===== config.mk =====
export PLATFORM = sky130hd
export DESIGN_NAME = fetch_unit
export DESIGN_NICKNAME = d
export VERILOG_FILES = /design/src/rtl/fetch_unit.sv
export SDC_FILE = /design/constraint.sdc
export NUM_CORES = 1
export LEC_CHECK = 0
export CORE_UTILIZATION = 45
export DETAILED_ROUTE_END_ITERATION = 12
export MAX_ROUTING_LAYER = met4
export PLACE_DENSITY = 0.8
export SLEW_MARGIN = 15
export SYNTH_ARGS = -nofsm -noshare
export SYNTH_HDL_FRONTEND = slang
export SYNTH_SLANG_ARGS = --single-unit

===== constraint.sdc =====
create_clock -name clock -period 5.1 [get_ports clock]
set_input_delay 1.02 -clock clock [delete_from_list [all_inputs] [get_ports clock]]
set_output_delay 1.02 -clock clock [all_outputs]
set_load 0.01 [all_outputs]

===== src/rtl/fetch_unit.sv =====
// fetch_unit
// Instruction-fetch initiator. Owns the program counter, drives the
// instruction memory address combinationally, captures the returned word on
// the next rising edge and presents it to decode through a valid/ready
// handshake. Execute can redirect the PC, which flushes any fetched but
// unconsumed instruction. Delivered instructions are counted.
//
// Ports:
//   clock            - system clock, rising edge
//   reset            - asynchronous, active-high reset
//   enable           - fetch enable; low stops new fetches
//   imem_address     - instruction memory byte address (always equals pc)
//   imem_instruction - word returned combinationally for imem_address
//   instr_valid      - instr/instr_pc hold a valid instruction
//   instr_ready      - decode accepts the instruction this cycle
//   instr            - fetched instruction word
//   instr_pc         - address the instruction was fetched from
//   redirect_valid   - load a new pc this cycle
//   redirect_target  - new pc for a redirect (low two bits are dropped)
//   fetch_count      - number of handshakes completed (wraps)
//   misaligned_error - sticky flag: a redirect target was not word aligned
module fetch_unit #(
  parameter logic [31:0] RESET_PC = 32'h0000_0000
) (
  input  logic        clock,
  input  logic        reset,
  input  logic        enable,
  output logic [31:0] imem_address,
  input  logic [31:0] imem_instruction,
  output logic        instr_valid,
  input  logic        instr_ready,
  output logic [31:0] instr,
  output logic [31:0] instr_pc,
  input  logic        redirect_valid,
  input  logic [31:0] redirect_target,
  output logic [31:0] fetch_count,
  output logic        misaligned_error
);

  typedef enum logic [1:0] {
    IDLE     = 2'b00,
    RUN      = 2'b01,
    STALL    = 2'b10,
    RESERVED = 2'b11
  } state_t;

  state_t      state;
  state_t      next_state;
  logic [31:0] pc;
  logic        transfer;
  logic        fetch;
  logic        state_legal;

  // The handshake completes when decode sees a valid word and accepts it.
  // A fetch needs an empty output slot, or one being emptied on this edge,
  // and never happens on a redirect edge so the new target is read next.
  // The reserved encoding is excluded so a corrupted state cannot load a
  // word that would then be discarded while the pc still advances.
  always_comb begin
    state_legal  = (state != RESERVED);
    transfer     = instr_valid && instr_ready;
    fetch        = enable && !redirect_valid && state_legal &&
                   (!instr_valid || transfer);
    imem_address = pc;
  end

  // State register.
  always_ff @(posedge clock or posedge reset) begin
    if (reset) begin
      state <= IDLE;
    end else begin
      state <= next_state;
    end
  end

  // Next-state logic. Redirect wins over everything; an occupied output
  // slot either refills (RUN), drains to IDLE when no fetch follows the
  // transfer, or waits in STALL until decode accepts it.
  always_comb begin
    next_state = IDLE;
    if (redirect_valid) begin
      next_state = IDLE;
    end else begin
      case (state)
        IDLE: next_state = fetch ? RUN : IDLE;
        RUN, STALL: begin
          if (transfer) begin
            next_state = fetch ? RUN : IDLE;
          end else begin
            next_state = STALL;
          end
        end
        default: next_state = IDLE;
      endcase
    end
  end

  // Output logic: the output slot is valid exactly in RUN and STALL, so the
  // reserved encoding reads as empty.
  always_comb begin
    instr_valid = (state == RUN) || (state == STALL);
  end

  // Program counter. A redirect loads the word-aligned target; otherwise
  // the pc steps by one word on every fetch and wraps naturally at 2^32.
  always_ff @(posedge clock or posedge reset) begin
    if (reset) begin
      pc <= RESET_PC;
    end else if (redirect_valid) begin
      pc <= {redirect_target[31:2], 2'b00};
    end else if (fetch) begin
      pc <= pc + 32'd4;
    end
  end

  // Captured instruction and its address. Only a fetch changes them, so
  // they are stable while the slot stalls; a flush just clears the valid.
  always_ff @(posedge clock or posedge reset) begin
    if (reset) begin
      instr    <= 32'h0;
      instr_pc <= 32'h0;
    end else if (fetch) begin
      instr    <= imem_instruction;
      instr_pc <= pc;
    end
  end

  // Delivered-instruction counter. A transfer on a redirect edge still
  // counts because decode really took the word; a flushed word never
  // completes a handshake and so is never counted.
  always_ff @(posedge clock or posedge reset) begin
    if (reset) begin
      fetch_count <= 32'h0;
    end else if (transfer) begin
      fetch_count <= fetch_count + 32'd1;
    end
  end

  // Sticky misalignment flag, cleared only by reset.
  always_ff @(posedge clock or posedge reset) begin
    if (reset) begin
      misaligned_error <= 1'b0;
    end else if (redirect_valid && (redirect_target[1:0] != 2'b00)) begin
      misaligned_error <= 1'b1;
    end
  end

endmodule


======== Word level (Yosys, flattened, before mapping) ========
Index checks and enable logic that the tools add are counted.
Widths: inputs -> output; s select.
word-level totals
  register bits ........................... 131
  output and inout bits ................... 130
  word-level logic and storage cells ...... 30
operators by class
  add/sub/neg operators ................... 2
  equality and inequality tests ........... 3
  muxes and demuxes ....................... 6
  reduce and logical (&&, ||, !) cells .... 13
operators with widths
  operator               count
  $mux 32                2
  $add 32x1->32 const B  1
  $add 32x3->32 const B  1
  $logic_and 1x1->1      5
  $mux 2                 2
  $pmux 2 s2             1
  $reduce_bool 2->1      2
  $eq 2x1->1 const B     1
  $eq 2x2->1 const B     1
  $logic_not 1->1        2
  $logic_not 2->1        1
  $logic_or 1x1->1       2
  $ne 2x2->1 const B     1
  $reduce_or 2->1        1
  $mux 1                 1

======== Depth between registers and ports, before layout ========
  depth after elaboration ................. 9
  depth in mapped cells ................... 9
  depth with buffers taken out ............ 7

======== Worst setup path after synthesis ========
OpenSTA, ideal clock, no wires.
  path kind ............................... input-to-reg
  start ................................... in redirect_valid
  end ..................................... reg pc[28], in the netlist imem_address[28]
  data arrival time ....................... 2,386 ps
  data required time ...................... 5,013 ps
  setup slack ............................. 2,628 ps
  stages .................................. 6
  path buffers ............................ 2
  path through ............................ buf_6 > or3b_4 > nand2b_4 > buf_6 > or4_1 > o211ai_1
on the way
  longest elaborated chain between the ends .. 5
  elaborated cells between the ends (all ways) .. 6
ends and longest elaborated chain
  element                             RTL line  source
  start: declaration                  34        input logic redirect_valid,
  $logic_not 1->1                     62        fetch = enable && !redirect_valid && state_legal &&
  $logic_and 1x1->1 (3 in a row)      62
  $reduce_bool 2->1 (no source line)  -
  end signal: assignment              110       pc <= {redirect_target[31:2], 2'b00};
  end signal: assignment              112       pc <= pc + 32'd4;
  end: declaration                    49        logic [31:0] pc;
Several ways; a longest one is shown, not always the timed one.
A chain may end at the register's enable or synchronous reset.

======== Worst setup path after layout ========
  start ................................... in enable
  end ..................................... reg pc[16], in the netlist imem_address[16]
on the way
  longest elaborated chain between the ends .. 4
ends and longest elaborated chain
  element                             RTL line  source
  start: declaration                  27        input logic enable,
  $logic_and 1x1->1 (3 in a row)      62
  $reduce_bool 2->1 (no source line)  -
No other way between the ends.

==> flow_results.org <==
** Worst setup path
- Launch point of the worst path :: enable
- Last element of the critical path :: imem_address[16]
- For the worst setup path, the data arrival time is 3.35 ns.
- STA puts the critical path data required time at 5.39 ns.
- Of all nets on the critical path, the largest fanout is 36.
- Crit end category :: register
- The worst register-to-register path ends at imem_address[16].
- FF-to-FF setup slack :: 2.53 ns
- The startpoint identified for the worst register-to-register timing path is imem_address[2].
- The worst setup path is launched from an input port.
- Crit Path Class :: in -> reg
- Reg2reg path depth :: 6

** Power and ir drop
- Combinational cells account for 21.2% of the total power.
- Net switching is 27.37% of the power.
- Power density over the cells :: 358.4 nW/um^2
- Switching pwr :: 0.0008103 W
- Of the total power, registers draw 42.5%.
- The internal portion of the total power is 0.002150 W.
- Proportion of power drawn by the clock network :: 36.3%
- IR drop worst, VDD :: 202.6 uV
- For this design the static power due to leakage is 3.733 nW.

** Synth
- Warnings, synthesis :: 0
- The largest total area in the synthesized netlist belongs to sky130_fd_sc_hd__dfrtp_1.
- The synthesized design contains 0 enable-type register cells.
- In the synthesized netlist the dominant register cell turns out to be sky130_fd_sc_hd__dfrtp_1.
- Synthesis produced 607 cells.
- After synthesis the netlist holds a flip-flop and latch count of 127.
- In this run, distinct cell masters in the synthesized netlist total 46.
- Sequential elements use 55.80% of the synthesized area.
- Leading post-synthesis cells by cell area :: sky130_fd_sc_hd__dfrtp_1, sky130_fd_sc_hd__nand2_1, sky130_fd_sc_hd__xnor2_1
- Share of synthesized flip-flops with an asynchronous set or reset :: 100.0%
- Avg Synthesized Cell Area :: 9.383 sq um
- Mapped Area :: 5695 sq um
- Of the post-synthesis cell area, the dominant cell type holds 55.80%.

** Detailed routing
- In the routed design, unresolved DRC markers number 0.
- Avg Vias per Cell :: 5.282
- For this block, the routed nets add up to 15110 um of wire.
- After detailed routing, the average wire length per cell comes to 15.48 um.
- Routed vias :: 5155
- Pre-Repair DR Iteration Count :: 5
- The detail route stage leaves a number of antenna-violating nets equal to 0.
- For this block, the initial DRC count from the detailed router was 334.

** CTS
- Post-CTS setup buffer count :: 0
- Clock tree root driver cell :: sky130_fd_sc_hd__clkbuf_16
- CTS Hold Buffers Added :: 0
- The tree built by TritonCTS fans out to 127 sinks.
- Clk_lat worst skew :: 0.41 ns
- Maximum clock path buffer count :: 2
- Clock buffer count from CTS :: 17
- TritonCTS built the clock tree.
- Clock-pin slew was measured on the worst setup and hold paths at 0.05 ns.
- Number of instances resized during post-cts repair :: 0
- In this run the number of H-tree levels came out at 4.

** Die
- Overall die area :: 13110 sq um
- Die boundary width :: 114.5 um
- In this run the count of I/O pins placed on the die edge is 199.
- The initial utilization of the core area, before any placement, comes to 46.83%.
- Core Area :: 12160 sq um
- Die span in y :: 114.5 um
- The initialized floorplan defines 40 standard-cell rows.

** STA
- Headroom to the max-slew limit came out at 30.31%.
- Maximum clock rate :: 0.3268 GHz
- Hold slack :: 0.4647 ns
- Setup total negative slack on the finished layout was measured at 0 ns.
- Of the available clock period, the critical path in the final layout requires 59.99%.
- For the pin with the worst max-slew slack, the measured transition is 1.037 ns.
- Setup repair after global routing left no endpoint under its margin.
- Between clock sinks in the finished design, the worst skew comes to 0.005963 ns.
- Setup violations remaining at the end of the flow were counted as 0.
- Number of failing hold endpoints at the final stage :: 0
- The number of max-slew violations in the final report is 0.
- Crit path time final :: 3.060 ns

** Global route
- The first global-routing pass estimated 24190 um of wire.
- Entering global routing, the biggest net connects 98 pins.
- Initial antenna violation count :: 0
- Global routing consumed, over all layers together, 24.53% of the routing resources.
- Via count of the first global-routing pass :: 5046
- Total grt overflow :: 0

** Place
- Last weighted congestion value of the routability-driven placer :: 0.8085
- Number of port buffers :: 194
- The HPWL after detailed placement is 10390 um.
- After detailed placement, the design holds a cell count of 944.

** Finish
- Number of nets in the layout :: 868
- 0 antenna diodes ended up in the layout.
- Counting the fill cells in the layout gives 963.
- Ratio of cells with drive above 1 in the final layout :: 5.322%
- Compared with the post-synthesis result, the final layout area differs by 45.06%.
- Final design utilization :: 67.93%
- The library cell used most frequently in the layout, excluding fill and tap cells, is sky130_fd_sc_hd__nand2_1.
- Commonest non-fill, non-tap cells in the layout :: sky130_fd_sc_hd__nand2_1, sky130_fd_sc_hd__clkdlybuf4s50_1, sky130_fd_sc_hd__dfrtp_1
- For this run, the number of standard cells in the final layout without fillers is 976.

** Run status
- The flow ran to the end, and the final reports show no timing, DRC or antenna violations.

** Min path
- The startpoint identified for the worst hold timing path is fetch_count[31].
- The path class of the tightest hold or removal check is reg -> reg.

** Run
- Count of maximum capacitance violations :: 0
==> sequential cells by signal (all words and copies together), names as in the netlist <==
| register | cells |
|---|---|
| imem_address | 30 |
| fetch_count | 32 |
| instr_pc | 30 |
| instr | 32 |
| state | 2 |
| misaligned_error | 1 |
==> power by group through the flow <==
stage                     clock, W  combinational, W  sequential, W
after floorplan                  0          0.000202        0.00131
after global placement           0          0.000616        0.00127
after detailed placement         0          0.000630        0.00127
after CTS                  0.00110          0.000635        0.00126
after global routing       0.00114          0.000680        0.00128
final                      0.00107          0.000627        0.00126
==> routing by layer <==
metal	global-route usage, %	vias to the layer above	wire length, um
met2	39.03	190	7586
met1	29.97	2532	6467
met3	5.982	17	828
met4	10.22	0	223
li1	-	2416	-
met5	-	-	0
==> synth_stat cells (2+ instances only) <==
master / number
sky130_fd_sc_hd__clkbuf_1: 15
sky130_fd_sc_hd__buf_4: 5
sky130_fd_sc_hd__a31oi_1: 3
sky130_fd_sc_hd__a31o_2: 2
sky130_fd_sc_hd__a221o_1: 2
sky130_fd_sc_hd__nor4_1: 3
sky130_fd_sc_hd__nand2_1: 225
sky130_fd_sc_hd__o31a_1: 2
sky130_fd_sc_hd__a21oi_1: 7
sky130_fd_sc_hd__nor3_1: 5
sky130_fd_sc_hd__o311ai_0: 5
sky130_fd_sc_hd__nor4_2: 2
sky130_fd_sc_hd__inv_1: 10
sky130_fd_sc_hd__and3_1: 4
sky130_fd_sc_hd__ha_1: 4
sky130_fd_sc_hd__buf_6: 3
sky130_fd_sc_hd__xnor2_1: 24
sky130_fd_sc_hd__dfrtp_1: 127
sky130_fd_sc_hd__xor2_1: 9
sky130_fd_sc_hd__and2_1: 3
sky130_fd_sc_hd__o21ai_0: 28
sky130_fd_sc_hd__nor2_1: 23
sky130_fd_sc_hd__o211ai_1: 8
sky130_fd_sc_hd__nand3_1: 25
sky130_fd_sc_hd__buf_2: 8
sky130_fd_sc_hd__or4_1: 2
sky130_fd_sc_hd__a22oi_1: 5
sky130_fd_sc_hd__a32oi_1: 4
sky130_fd_sc_hd__nand2b_1: 2
sky130_fd_sc_hd__nand3b_1: 2
sky130_fd_sc_hd__nand4_1: 15
sky130_fd_sc_hd__and4_1: 11
==> area by class of cell <==
class	count	area, sq um	area share (%)
inverters	10	40.04	0.4846
clock buffers	25	495.5	5.997
multi-input cells	441	2318	28.06
well taps	168	210.2	2.544
flip-flops and latches	127	3178	38.47
repair buffers	198	1984	24.02
clock inverters	7	35.03	0.4240
==> through the flow <==
stage / instance area (sq um) / power (W) / worst slack [ns]
after global placement: 7731 / 0.001881 / 1.682
final: 8262 / 0.002961 / 2.040
after CTS: 8262 / 0.002990 / 2.055
after detailed placement: 7731 / 0.001903 / 1.641
after global routing: 8262 / 0.003102 / 1.957
after floorplan: 5707 / 0.001512 / 0.6957
==> critical path, stage by stage <==
cell and delay [ns]:
sky130_fd_sc_hd__clkdlybuf4s50_1 0.47, sky130_fd_sc_hd__or3b_4 0.42, sky130_fd_sc_hd__nor2_4 0.65, sky130_fd_sc_hd__nor2_1 0.08
sky130_fd_sc_hd__buf_4 0.24, sky130_fd_sc_hd__a21o_1 0.17, sky130_fd_sc_hd__a221o_1 0.29
==> kinds of logic after synthesis <==
kind of cell / after synthesis / synth area share, %
and+or+nand+nor: 329 / 26.21
xor gates and xnor gates: 33 / 5.075
buffers and inverters: 42 / 3.691
other: 1 / 0.06584
muxes: 2 / 0.3735
adders and majority gates: 4 / 0.8788
AOI/OAI and AO/OA: 69 / 7.909
DFF: 127 / 55.80
==> how the worst min path moves through the flow <==
stage,end,cells past startpoint
final,fetch_count[31],1
after detailed placement,instr[22],2
after floorplan,fetch_count[31],1
after global placement,misaligned_error,1
after CTS,fetch_count[31],1
after global routing,instr[13],2
(Power assumes the default switching activity.)
